[src/rtl/sdram_arbiter.sv]
// Two-port (CPU/DMA) arbiter in front of a single SDRAM controller port.
// Optional DMA anti-starvation counter: define SDRAM_ARB_STARVE_GUARD_EN.
module sdram_arbiter #(
    parameter int ADDR_W       = 25,
    parameter int DATA_W       = 8,
    parameter int STARVE_LIMIT = 4
) (
    input  logic              clk,
    input  logic              rst,
    input  logic              cpu_req,
    input  logic [ADDR_W-1:0] cpu_addr,
    input  logic              cpu_we,
    input  logic [DATA_W-1:0] cpu_wdata,
    output logic              cpu_ack,
    output logic [DATA_W-1:0] cpu_rdata,
    input  logic              dma_req,
    input  logic [ADDR_W-1:0] dma_addr,
    input  logic              dma_we,
    input  logic [DATA_W-1:0] dma_wdata,
    output logic              dma_ack,
    output logic [DATA_W-1:0] dma_rdata,
    output logic              mem_req,
    output logic [ADDR_W-1:0] mem_addr,
    output logic              mem_we,
    output logic [DATA_W-1:0] mem_wdata,
    input  logic              mem_ack,
    input  logic [DATA_W-1:0] mem_rdata,
    output logic              busy
);
    typedef enum logic [1:0] {IDLE, ACCESS, RESP} state_t;

    state_t            state_q;
    logic              gnt_dma_q;
    logic [ADDR_W-1:0] addr_q;
    logic              we_q;
    logic [DATA_W-1:0] wdata_q;
    logic [DATA_W-1:0] cpu_rdata_q, dma_rdata_q;
    logic              mem_req_q, cpu_ack_q, dma_ack_q, busy_q;
    logic              pick_dma;

`ifdef SDRAM_ARB_STARVE_GUARD_EN
    localparam int CNT_W = $clog2(STARVE_LIMIT + 1);
    logic [CNT_W-1:0] starve_q, starve_d;

    // Counts CPU grants made while DMA was waiting; at the limit DMA wins a tie.
    always_comb begin
        pick_dma = dma_req && (!cpu_req || starve_q == CNT_W'(STARVE_LIMIT));
        starve_d = starve_q;
        if (state_q == IDLE && (cpu_req || dma_req)) begin
            if (pick_dma || !dma_req) starve_d = '0;
            else                      starve_d = starve_q + 1'b1;
        end
    end

    always_ff @(posedge clk) begin
        if (rst) starve_q <= '0;
        else     starve_q <= starve_d;
    end
`else
    always_comb pick_dma = dma_req && !cpu_req;
`endif

    always_ff @(posedge clk) begin
        if (rst) begin
            state_q     <= IDLE;
            gnt_dma_q   <= 1'b0;
            addr_q      <= '0;
            we_q        <= 1'b0;
            wdata_q     <= '0;
            cpu_rdata_q <= '0;
            dma_rdata_q <= '0;
            mem_req_q   <= 1'b0;
            cpu_ack_q   <= 1'b0;
            dma_ack_q   <= 1'b0;
            busy_q      <= 1'b0;
        end else begin
            case (state_q)
                IDLE: begin
                    cpu_ack_q <= 1'b0;
                    dma_ack_q <= 1'b0;
                    if (cpu_req || dma_req) begin
                        gnt_dma_q <= pick_dma;
                        addr_q    <= pick_dma ? dma_addr  : cpu_addr;
                        we_q      <= pick_dma ? dma_we    : cpu_we;
                        wdata_q   <= pick_dma ? dma_wdata : cpu_wdata;
                        mem_req_q <= 1'b1;
                        busy_q    <= 1'b1;
                        state_q   <= ACCESS;
                    end
                end
                ACCESS: begin
                    if (mem_ack) begin
                        mem_req_q <= 1'b0;
                        state_q   <= RESP;
                        if (gnt_dma_q) begin
                            dma_rdata_q <= mem_rdata;
                            dma_ack_q   <= 1'b1;
                        end else begin
                            cpu_rdata_q <= mem_rdata;
                            cpu_ack_q   <= 1'b1;
                        end
                    end
                end
                RESP: begin
                    cpu_ack_q <= 1'b0;
                    dma_ack_q <= 1'b0;
                    busy_q    <= 1'b0;
                    state_q   <= IDLE;
                end
                default: state_q <= IDLE;
            endcase
        end
    end

    assign cpu_ack   = cpu_ack_q;
    assign dma_ack   = dma_ack_q;
    assign cpu_rdata = cpu_rdata_q;
    assign dma_rdata = dma_rdata_q;
    assign mem_req   = mem_req_q;
    assign mem_addr  = addr_q;
    assign mem_we    = we_q;
    assign mem_wdata = wdata_q;
    assign busy      = busy_q;
endmodule

[config.mk]
export PLATFORM = sky130hd
export DESIGN_NAME = sdram_arbiter
export DESIGN_NICKNAME = d
export VERILOG_FILES = /design/src/rtl/sdram_arbiter.sv
export SDC_FILE = /design/constraint.sdc
export NUM_CORES = 1
export LEC_CHECK = 0
export ABC_AREA = 0
export CAP_MARGIN = 20
export CORE_MARGIN = 4
export CORE_UTILIZATION = 30
export CTS_BUF_LIST = sky130_fd_sc_hd__clkbuf_4 sky130_fd_sc_hd__clkbuf_8
export DETAILED_ROUTE_END_ITERATION = 10
export PLACE_DENSITY = 0.76
export SYNTH_ARGS = -nofsm -noshare
export SYNTH_HDL_FRONTEND = slang
export SYNTH_SLANG_ARGS = --single-unit
[constraint.sdc]
create_clock -name clk -period 4.24 [get_ports clk]
set_clock_uncertainty 0.1 [all_clocks]
set_input_delay 0.424 -clock clk [delete_from_list [all_inputs] [get_ports clk]]
set_output_delay 0.424 -clock clk [all_outputs]
set_load 0.1 [all_outputs]
==> results.txt, run 1 <==
- Summed over all layers, the global routing overflow is 0.
- The number of failing hold endpoints at the final stage is 0.
- The first detailed-routing pass ran for 4 iterations.
* Number of nets in the final layout: approximately 500
* Number of non-filler instances in the completed layout: about 530
* Max-cap violation count: 0
- Leading cell type in the layout, fill and taps excluded: sky130_fd_sc_hd__clkdlybuf4s50_1
* Pwr Density: 455.2 nW/um2
- Critical-path top delay cell: sky130_fd_sc_hd__clkdlybuf4s50_1
- In the global route stage, overall resource usage came out at 0.1555.
- Endpoint arrival time on the critical path: between 1.5 and 2 ns
- Counting the buffers created by CTS gives 9.
- Highest achievable clock rate: approximately 0.43 GHz
- Cell-by-cell listing of the critical path: clkdlybuf4s50_1
* Multi-input combinational cell area: approximately 1300 um2
- The number of global-route vias before repair was ~2600.
- Summed over all nets, wire length on met3 after detailed routing comes to 689 um.
- Height of the die: slightly above 100 um
* Die extent in x: between 100 and 150 um
- Setup repair after global routing left no endpoint under its margin.
* Slowest cell delay on critical path: around 1.2 ns
* Total met2 wirelength after detailed routing: approximately 3700 um
- Summing over every cut layer, the via total after detailed routing is 2606.
- Once the clock tree was built, the setup fixing pass inserted 0 buffers.
- Resized cells post-CTS: 0
* Number of buffers between clock root and the deepest sink: 2
* Root cell of the clock tree: sky130_fd_sc_hd__clkbuf_8
- For this run, design rule violations remaining after detail routing come to 0.
- For this run, the number of Yosys warnings is 0.
* H-tree level count: 3
- Routed len/inst: ~15 um
* Sinks on the clock net: 57
* Internal power consumption: approximately 0.0012 W
* ANT cells: 0
- Summed over all layers, the routed wires come to between 7000 and 8000 um.
* Switching power total: a little over 0.0007 W
- Of the cells placed in the final design, the portion with a size suffix greater than 1 is 0.1327.
- Class of the most critical hold timing path: register to register
* Cell count after placement: slightly above 500
- The mapped netlist covers between 2000 and 3000 um2.
- Setup violations remaining at the end of the flow were counted as 0.
- Sort of element at the end of the critical path: primary output
- The max-slew violation count is 0.
- TritonCTS built the clock tree.
- Commonest cells after routing, fill and taps aside: sky130_fd_sc_hd__clkdlybuf4s50_1 (133), sky130_fd_sc_hd__nand2_1 (104), sky130_fd_sc_hd__dfxtp_1 (57)
* Clock network power share: 0.328
- For the pin with the worst max-slew slack, the measured transition is approximately 1.0 ns.
- Utilization after layout: 0.5052
* First-pass GRT wire length: about 13000 um
- Together, buffers and inverters on the worst path number 1.
* Fill cell count: around 800
* Setup CP Type: register to primary output
- 135 I/O pins were placed.
- Buffers inserted to repair hold after CTS numbered 0.
- Combinational share of power: 0.351
* Seq/Total Area, Yosys: 0.4444
* Maximum fanout count along the critical path: 2
- In the final layout, flip-flops and latches occupy 1141 um2.
* Maximum vdd ir drop: approximately 0.0002 V
* Fraction of power consumed by sequential logic: 0.321
- Of the total power, the share spent switching nets is 0.3749.
* CTS clk-pin slew, worst paths: 0.07 ns
* Synthesized Nets: about 380
* Required @ worst endpoint: 3.72 ns
- Final min period: 2.351 ns
* TNS Setup: 0 ns
- The core region is 8258 um2.
- Kind of start point of the critical path: register
- The initialized floorplan defines 33 standard-cell rows.
- Headroom to the max-slew limit came out at 0.3282.
- Initial core utilization: 0.3109
- Insertion delay of the later-clocked pin in the worst-skew pair: about 0.33 ns
- The highest metal layer carrying signal wires in the routed design is met4.
- Die Footprint: approximately 10000 um2
- Counting distinct cell types in the post-synthesis netlist gives 22.
- Synthesized instance count: 296
- Entering global routing, the biggest net connects slightly below 60 pins.
- Routability-driven placement congestion ratio: roughly 0.76
* Number of design-rule violations left by the first detailed-router iteration: 80
* Syn-to-layout area delta: 62.48%
* Port buffer count: roughly 130
- Dividing the detail-routed via count by the number of cells gives 4.945.
- The synthesized design contains 57 register bits.
- Dividing the final minimum period by the clock period gives 0.5545.
- The number of antenna violations at the first check in global routing was 0.
- Once detail routing completed, the nets flagged for antenna violations numbered 0.
- Result of the run: completed
- M1 WL: between 3000 and 4000 um
- Leak: about 1.5 nW
- Broken down by cell family, the worst path's largest delay share belongs to buffers and inverters.
- Avg Synthesized Cell Area: roughly 8.7 um2
* Post-DP HPWL: about 5500 um
[synth_stat cells]
cell type / instances / area, um2
sky130_fd_sc_hd__buf_6: 5 / 56.30
sky130_fd_sc_hd__nand2_1: 104 / 390.4
sky130_fd_sc_hd__buf_2: 8 / 40.04
sky130_fd_sc_hd__nor2b_1: 1 / 6.260
sky130_fd_sc_hd__nor2_1: 2 / 7.510
sky130_fd_sc_hd__a311oi_2: 30 / 450.4
sky130_fd_sc_hd__a21oi_1: 56 / 280.3
sky130_fd_sc_hd__a211oi_1: 1 / 7.510
sky130_fd_sc_hd__inv_1: 1 / 3.750
sky130_fd_sc_hd__and2_4: 1 / 8.760
sky130_fd_sc_hd__nand4b_1: 1 / 8.760
sky130_fd_sc_hd__or2_1: 1 / 6.260
sky130_fd_sc_hd__dfxtp_1: 57 / 1141
sky130_fd_sc_hd__buf_4: 1 / 7.510
sky130_fd_sc_hd__nand2b_1: 1 / 6.260
sky130_fd_sc_hd__clkbuf_1: 16 / 60.06
sky130_fd_sc_hd__nand3b_1: 2 / 15.01
sky130_fd_sc_hd__nor4bb_1: 1 / 10.01
sky130_fd_sc_hd__o21ai_0: 1 / 5.000
sky130_fd_sc_hd__a311oi_1: 4 / 35.03
sky130_fd_sc_hd__nand4bb_1: 1 / 11.26
sky130_fd_sc_hd__and4b_1: 1 / 10.01
[power groups by stage]
| stage | sequential [W] | combinational, W | clock [W] |
|---|---|---|---|
| 2_1_floorplan | 0.000935 | 0.000167 | 0 |
| 3_3_place_gp | 0.000620 | 0.000663 | 0 |
| 3_5_place_dp | 0.000621 | 0.000669 | 0 |
| 4_1_cts | 0.000610 | 0.000671 | 0.000641 |
| 5_1_grt | 0.000616 | 0.000695 | 0.000668 |
| 6_report | 0.000610 | 0.000665 | 0.000624 |
[layout make-up]
class / count / area share
Clock buffer: 10 / 0.03299
Sequential cell: 57 / 0.2735
Timing Repair Buffer: 140 / 0.3329
Tap cell: 105 / 0.03149
Multi-Input combinational cell: 208 / 0.3029
Clock inverter: 6 / 0.02520
Inverter: 1 / 0.0008998
[sequential cells by signal (all words and copies together), names as in the netlist]
name	cells
busy	1
cpu_ack	1
cpu_rdata	8
dma_ack	1
dma_rdata	8
gnt_dma_q	1
mem_addr	25
mem_req	1
mem_wdata	8
mem_we	1
state_q	2
[metrics by stage]
stage	instance area, um2	worst slack [ns]	hold WS, ns	total power, W
4_1_cts	4172	1.861	0.3558	0.001921
3_5_place_dp	3929	1.746	0.3464	0.001290
6_report	4172	1.889	0.3536	0.001899
3_3_place_gp	3914	1.660	0.3416	0.001282
5_1_grt	4172	1.816	0.3671	0.001979
2_1_floorplan	2567	2.700	0.4206	0.001102
[tightest hold or removal path: stages, from the launching register on]
cell	delay (ns)
sky130_fd_sc_hd__dfxtp_1	0.31
sky130_fd_sc_hd__nand2_1	0.05
sky130_fd_sc_hd__a21oi_1	0.05
[final timing paths]
check | start | depth (start not counted) | slack, ns | end
max | mem_addr[17]$_SDFFE_PP0P_ | 1 | 1.89 | mem_addr[17]
min reg2reg | cpu_rdata[5]$_SDFFE_PP0P_ | 2 | 0.35 | cpu_rdata[5]$_SDFFE_PP0P_
max reg2reg | state_q[0]$_SDFFE_PP0P_ | 3 | 2.36 | mem_wdata[5]$_SDFFE_PP0P_
min | cpu_rdata[5]$_SDFFE_PP0P_ | 2 | 0.35 | cpu_rdata[5]$_SDFFE_PP0P_
[cells by family after synthesis]
kind of cell	Yosys count	synth area share
AOI/OAI and AO/OA	92	0.3031
DFF	57	0.4444
buffers and inverters	31	0.06530
and+or+nand+nor	116	0.1871
[layer usage]
metal  vias to the layer above  track usage
li1                       1281            -
met3                        15      0.05882
met1                      1217       0.1820
met5                         -            0
met2                        93       0.2538
met4                         0      0.06736
Note: power is estimated with default switching activity, not from simulation.
==> run 2, diff against run 1 <==
--- a/config.mk
+++ b/config.mk
@@ -11,7 +11,7 @@
 export CORE_UTILIZATION = 30
 export CTS_BUF_LIST = sky130_fd_sc_hd__clkbuf_4 sky130_fd_sc_hd__clkbuf_8
 export DETAILED_ROUTE_END_ITERATION = 10
-export PLACE_DENSITY = 0.76
+export PLACE_DENSITY = 0.78
 export SYNTH_ARGS = -nofsm -noshare
 export SYNTH_HDL_FRONTEND = slang
 export SYNTH_SLANG_ARGS = --single-unit
==> constraint.sdc (replaced) <==
create_clock -name clk -period 2.1 [get_ports clk]
set_clock_uncertainty 0.1 [all_clocks]
set_input_delay 0.21 -clock clk [delete_from_list [all_inputs] [get_ports clk]]
set_output_delay 0.21 -clock clk [all_outputs]
set_load 0.1 [all_outputs]
==> run 2 against run 1 <==
  * Register-to-register slack worse by 1.8 ns
  * Final area down 2.0%
  * Non-clock buffer count up 2
  * Critical path depth up 3
  * Utilization down 1.0 points
  * Combinational power up 100%
  * Critical endpoint is now mem_addr[7]$_SDFFE_PP0P_
  * Largest cell class unchanged
==> results.txt, run 2 (same netlist as run 1, synthesis figures left out) <==
- The run finished with clean final reports.
- Utilization after layout: 0.4948
- Total iterations of the first detailed-routing run: 4
- Final min period: 1.573 ns
* Sort of element at the end of the critical path: register
* CTS clk-pin slew, worst paths: 0.07 ns
- The number of antenna violations at the first check in global routing is 0.
- The clock tree synthesis step divided the H-tree into 3 levels.
- The number of failing hold endpoints at the final stage was 0.
- Fill cell count: roughly 800
- In this run the horizontal extent of the chip is 100.5 um.
- The worst setup path is launched from an input port.
* Resized cells post-CTS: 0
- For this run, the total global-route usage over all layers was measured as 0.1554.
* Worst slew margin relative to its limit: 0.6297
- Dividing the detail-routed wire length by the instance count gives ~15 um.
* Slew of the pin with the lowest slew margin: ~0.56 ns
- Of the total power, registers draw 0.325.
- Total power: around 0.0038 W
- Setup violations remaining at the end of the flow were counted as 0.
- Leak: 1.600 nW
- Slowest cell delay on critical path: around 0.54 ns
* Total number of vias: 2602
- Overflow left after global routing: 0
* Max-cap violation count: 0
* Root cell of the clock tree: sky130_fd_sc_hd__clkbuf_8
* Maximum fanout count along the critical path: 34
- The number of hold buffers added after CTS was 0.
* Detailed-route vias per instance: 4.919
- In this run the power spent charging and discharging nets is ~0.0014 W.
* Setup CP Type: input port to register
- After routing, the total negative slack on setup checks comes to 0 ns.
- Final routed DRC violation total: 0
- The die covers 10100 um2.
- Initial core utilization: 0.3109
* Endpoint arrival time on the critical path: 1.64 ns
- TritonCTS built the clock tree.
- Of the total power, the share spent switching nets is 0.3758.
- Routability-driven placement congestion ratio: 0.7321
* ANT cells: 0
- Wirelength, routed: roughly 8000 um
- Cell Area, Placed: 3844 um2
- The number of clock buffers added by TritonCTS is 9.
* Sinks on the clock net: 57
* Number of core rows: 33
* Critical-path top delay cell: sky130_fd_sc_hd__clkdlybuf4s50_1
- Number of nets in the final layout: 500
- Syn-to-layout area delta: 59.16%
- Maximum vdd ir drop: around 0.00034 V
* Share of cells above drive strength 1: 0.2642
* Post-DP HPWL: roughly 5900 um
- The multi-input combinational cells in the finished layout cover a total of 1269 um2.
- Insertion delay of the later-clocked pin in the worst-skew pair: between 0.3 and 0.4 ns
* Number of buffers between clock root and the deepest sink: 2
- Highest achievable clock rate: roughly 0.64 GHz
* Clock network power share: 0.327
- Height of the die: 100.5 um
* Combinational share of power: 0.348
* Pwr Density: approximately 930 nW/um2
- Once detail routing completed, the nets flagged for antenna violations numbered 0.
- At the worst endpoint, the required time is around 2.2 ns.
* Buffers inserted during post-CTS setup optimization: 0
- Via count of the first global-routing pass: ~2600
- With fillers left out, the area of the finished cells amounts to between 4000 and 5000 um2.
- Grouping stages by cell kind, the critical path spends the most delay in simple AND/OR/NAND/NOR gates.
* RSZ-0062 raised after global routing: false
- Register cell area after layout: roughly 1100 um2
- Class of the most critical hold timing path: input port to register
- The count of buffers added on input and output ports is approximately 130.
* Internal power consumption: roughly 0.0024 W
* Fin crit share: 0.7491
- Final Max Slew Viols: 0
- The region available for standard cell placement spans 8258 um2.
* First-pass GRT wire length: between 10000 and 15000 um
* Number of design-rule violations left by the first detailed-router iteration: 40
- Cell-by-cell listing of the critical path: clkdlybuf4s50_1 > or2_1 > and2_4 > a311oi_2
* Flip-flop count of the largest register, all copies and words added: 25
- approximately 140 I/O pins were placed.
* Commonest cells after routing, fill and taps aside: sky130_fd_sc_hd__nand2_1 (104), sky130_fd_sc_hd__clkdlybuf4s50_1 (79), sky130_fd_sc_hd__buf_4 (59)
* Leading cell type in the layout, fill and taps excluded: sky130_fd_sc_hd__nand2_1
* Buffering stage count on the worst path with inverters included: 1
- Entering global routing, the biggest net connects 35 pins.
run 2: final cells by class:
type | instances | area share
Multi-Input combinational cell | 208 | 0.3105
Clock buffer | 10 | 0.03368
Inverter | 1 | 0.0009186
Timing Repair Buffer | 142 | 0.3178
Clock inverter | 6 | 0.02572
Tap cell | 105 | 0.03215
Sequential cell | 57 | 0.2792
run 2: power groups by stage:
stage,Sequential (W),Clock (W),Combinational [W]
5_1_grt,0.00125,0.00132,0.00138
4_1_cts,0.00124,0.00128,0.00133
3_5_place_dp,0.00126,0,0.00134
2_1_floorplan,0.00189,0,0.000337
6_report,0.00124,0.00125,0.00133
3_3_place_gp,0.00126,0,0.00132
run 2: path summary, 6_finish.rpt:
kind	start	endpoint	slack, ns	cells after the start
max	cpu_req	mem_addr[7]$_SDFFE_PP0P_	0.53	4
min	rst	dma_rdata[1]$_SDFFE_PP0P_	0.26	2
max reg2reg	state_q[0]$_SDFFE_PP0P_	mem_addr[7]$_SDFFE_PP0P_	0.56	3
min reg2reg	dma_rdata[5]$_SDFFE_PP0P_	dma_rdata[5]$_SDFFE_PP0P_	0.36	2
run 2: layer usage:
| layer | vias to the layer above | part of all wire | track usage |
|---|---|---|---|
| li1 | 1285 | - | - |
| met1 | 1195 | 0.40 | 0.1724 |
| met2 | 106 | 0.49 | 0.2640 |
| met3 | 16 | 0.086 | 0.06990 |
| met4 | 0 | 0.022 | 0.05285 |
| met5 | - | 0 | 0 |
run 2: metrics by stage:
step                cells  hold WS, ns  setup slack, ns
finish                529       0.2632           0.5270
global route          529       0.2774           0.4263
CTS                   529       0.2389           0.5589
detailed placement    513       0.3508           0.1785
global placement      513       0.3441           0.2302
floorplan             296       0.2066           0.6339
==> run 3, diff against run 2 <==
--- a/config.mk
+++ b/config.mk
@@ -11,7 +11,7 @@
 export CORE_UTILIZATION = 30
 export CTS_BUF_LIST = sky130_fd_sc_hd__clkbuf_4 sky130_fd_sc_hd__clkbuf_8
 export DETAILED_ROUTE_END_ITERATION = 10
-export PLACE_DENSITY = 0.78
+export PLACE_DENSITY = 0.76
 export SYNTH_ARGS = -nofsm -noshare
 export SYNTH_HDL_FRONTEND = slang
 export SYNTH_SLANG_ARGS = --single-unit
==> constraint.sdc (replaced) <==
create_clock -name clk -period 1.6 [get_ports clk]
set_clock_uncertainty 0.1 [all_clocks]
set_input_delay 0.16 -clock clk [delete_from_list [all_inputs] [get_ports clk]]
set_output_delay 0.16 -clock clk [all_outputs]
set_load 0.1 [all_outputs]
==> run 3 against run 2 <==
  * Clock power rose by 30%
  * Sequential power rose by 35%
  * Critical path depth did not move
  * Final area rose by 18%
  * Sequential cell count did not move
  * Via count rose by 1.9%
  * Worst hold slack got worse by 0.038 ns
  * Routed wire length rose by 0.31%
  * Global-route usage fell by 0.076 points
  * Critical endpoint is now mem_wdata[1]$_SDFFE_PP0P_
  * Largest cell class unchanged
  * Largest power group unchanged
  * Highest routed layer unchanged
==> results.txt, run 3 (same netlist as run 1, synthesis figures left out) <==
- Traced cell by cell, the critical path runs through clkdlybuf4s50_1 > or2_1 > and2_4 > a311oi_1.
* All-layer global routing usage: 0.1547
- Sinks on the clock net: between 50 and 60
- Clock-pin slew was measured on the worst setup and hold paths at around 0.070 ns.
- Cell family with the largest share of critical-path delay: simple AND/OR/NAND/NOR gates
- RSZ-0062 raised after global routing: true
- Of the cells placed in the final design, the portion with a size suffix greater than 1 is 0.2744.
- In the final design database the tool counted approximately 510 nets.
* Class of the most critical hold timing path: input port to register
* Worst Slack Setup Final: between 0.09 and 0.1 ns
* Number of antenna violations at the first check in global routing: 0
- First-pass GRT wire length: 12340 um
* Result of the run: completed
* Highest achievable clock rate: between 0.6 and 0.7 GHz
- Fin crit share: 0.9433
- For this design the ratio of total power to cell area is between 1000 and 1500 nW/um2.
* Routability-driven placement congestion ratio: between 0.7 and 0.8
- Routed len/inst: 14.97 um
- Buffers inserted during post-CTS setup optimization: 0
- Entering global routing, the biggest net connects 58 pins.
- Utilization after layout: 0.5821
- For this block, the via count after detailed routing is roughly 2700.
- Die Footprint: about 10000 um2
- The detailed router finished its first iteration with 81 violations.
- Total iterations of the first detailed-routing run: 4
* Final routed DRC violation total: 0
- Sort of element at the end of the critical path: register
- In this run the cell area measured after placement is ~4600 um2.
* Number of primary I/O pins: between 100 and 150
- The cell sitting at the root of the clock tree is a sky130_fd_sc_hd__clkbuf_8.
- Insertion delay of the later-clocked pin in the worst-skew pair: approximately 0.32 ns
* Total power: 0.005350 W
* Total stage count of the critical path: 4
* Final ANT Viol Nets: 0
- Leak: around 1.8 nW
- 0 antenna diodes ended up in the layout.
* Total core area: 8258 um2
- Height of the die: between 100 and 150 um
- Measured against its own limit, the worst slew margin works out to 0.6391.
- Buffering stage count on the worst path with inverters included: 1
* H-tree level count: 3
- The area growth from synthesis to layout is 87.23%.
- Flip-flop count of the largest register, all copies and words added: 25
- Buffers placed on the I/O ports in this run total about 130.
- Kind of start point of the critical path: input port
* Commonest cells after routing, fill and taps aside: sky130_fd_sc_hd__nand2_1 (104), sky130_fd_sc_hd__clkdlybuf4s50_1 (79), sky130_fd_sc_hd__dfxtp_1 (57), sky130_fd_sc_hd__buf_12 (57), sky130_fd_sc_hd__a21oi_1 (56)
- The setup check on the worst reg-to-reg path leaves a slack of 0.11 ns.
* Slew of the pin with the lowest slew margin: 0.5414 ns
- For the worst flop-to-flop path, the logic depth is 3.
- The largest individual stage delay along the critical path comes from the cell sky130_fd_sc_hd__clkdlybuf4s50_1.
- Initial core utilization: 0.3109
- Summed over all layers, the global routing overflow is 0.
- Setup total negative slack on the finished layout was measured at 0 ns.
- Setup CP Type: input port to register
- VDD sags by at most 0.0005118 V.
- The number of global-route vias before repair was 2650.
* Number of setup violations in the final report: 0
- The floorplan step set the die width to a little over 100 um.
- The number of failing hold endpoints at the final stage is 0.
* Final Max Slew Viols: 0
- The clock passes through at most 2 buffers.
- OpenSTA, run right after detailed placement, puts the worst setup slack at -0.2831 ns.
* Leading cell type in the layout, fill and taps excluded: sky130_fd_sc_hd__nand2_1
* Detailed-route vias per instance: around 5.0
- Of all nets on the critical path, the largest fanout is 34.
- Min-Delay Path Depth: 3
- TritonCTS clock tree: done
* Max-cap violation count: 0
- Wirelength, routed: 8011 um
* Final standard cell area without fillers: between 4000 and 5000 um2
* Endpoint arrival time on the critical path: ~1.6 ns
- Post-DP HPWL: 5968 um
- For the worst setup path, the data required time is approximately 1.7 ns.
- Number of core rows: 33
- Number of buffers added by the clock tree synthesis step: 9
* Final min period: about 1.5 ns
* Slowest cell delay on critical path: around 0.53 ns
run 3: cell count changes in the layout (fill, tap and decap cells not counted), sizes merged:
cell,change
clkbuf,-1
clkinvlp,+2
buf,+6
clkinv,-1
run 3: worst paths after layout:
| kind | startpoint | endpoint |
|---|---|---|
| worst max-delay path | dma_req | mem_wdata[1]$_SDFFE_PP0P_ |
| worst min-delay path | rst | mem_addr[3]$_SDFFE_PP0P_ |
| worst max register to register | state_q[1]$_SDFFE_PP0P_ | mem_wdata[1]$_SDFFE_PP0P_ |
| worst min register to register | cpu_rdata[1]$_SDFFE_PP0P_ | cpu_rdata[1]$_SDFFE_PP0P_ |
run 3: power by group:
| group | switching [W] | total, W | internal (W) |
|---|---|---|---|
| logic | 0.00124 | 0.00205 | 0.000804 |
| registers | 0.000134 | 0.00168 | 0.00154 |
| clock network | 0.000591 | 0.00162 | 0.00103 |
run 3: layer usage:
metal,up-vias,routed length (um),track usage
met1,1238,3089,0.1630
met4,0,136,0.06839
met2,102,4156,0.2788
met3,11,629,0.05121
li1,1300,-,-
met5,-,0,0
run 3: layout make-up:
cell class / instances / area, um2
multi-input cells: 208 / 1269
repair buffers: 148 / 2019
flip-flops and latches: 57 / 1141
clock inverters: 7 / 118.9
clock buffers: 9 / 123.9
well taps: 105 / 131.4
fillers: 698 / 3451
inverters: 1 / 3.754
run 3: through the flow:
| step | hold slack [ns] | instances |
|---|---|---|
| 2_1_floorplan | 0.1566 | 296 |
| 3_3_place_gp | 0.3805 | 519 |
| 3_5_place_dp | 0.3885 | 519 |
| 4_1_cts | 0.2114 | 535 |
| 5_1_grt | 0.2210 | 535 |
| 6_report | 0.2247 | 535 |
run 3: worst register-to-register path, cell delays in order (launching register included):
cell and delay [ns]:
sky130_fd_sc_hd__dfxtp_1 0.38, sky130_fd_sc_hd__nor2_4 0.14, sky130_fd_sc_hd__and2_4 0.50, sky130_fd_sc_hd__a311oi_1 0.22
run 3: timing repair:
item,CTS,global route
hold buffers,0,0
endpoints found under the setup margin,0,31
resized for setup,0,1
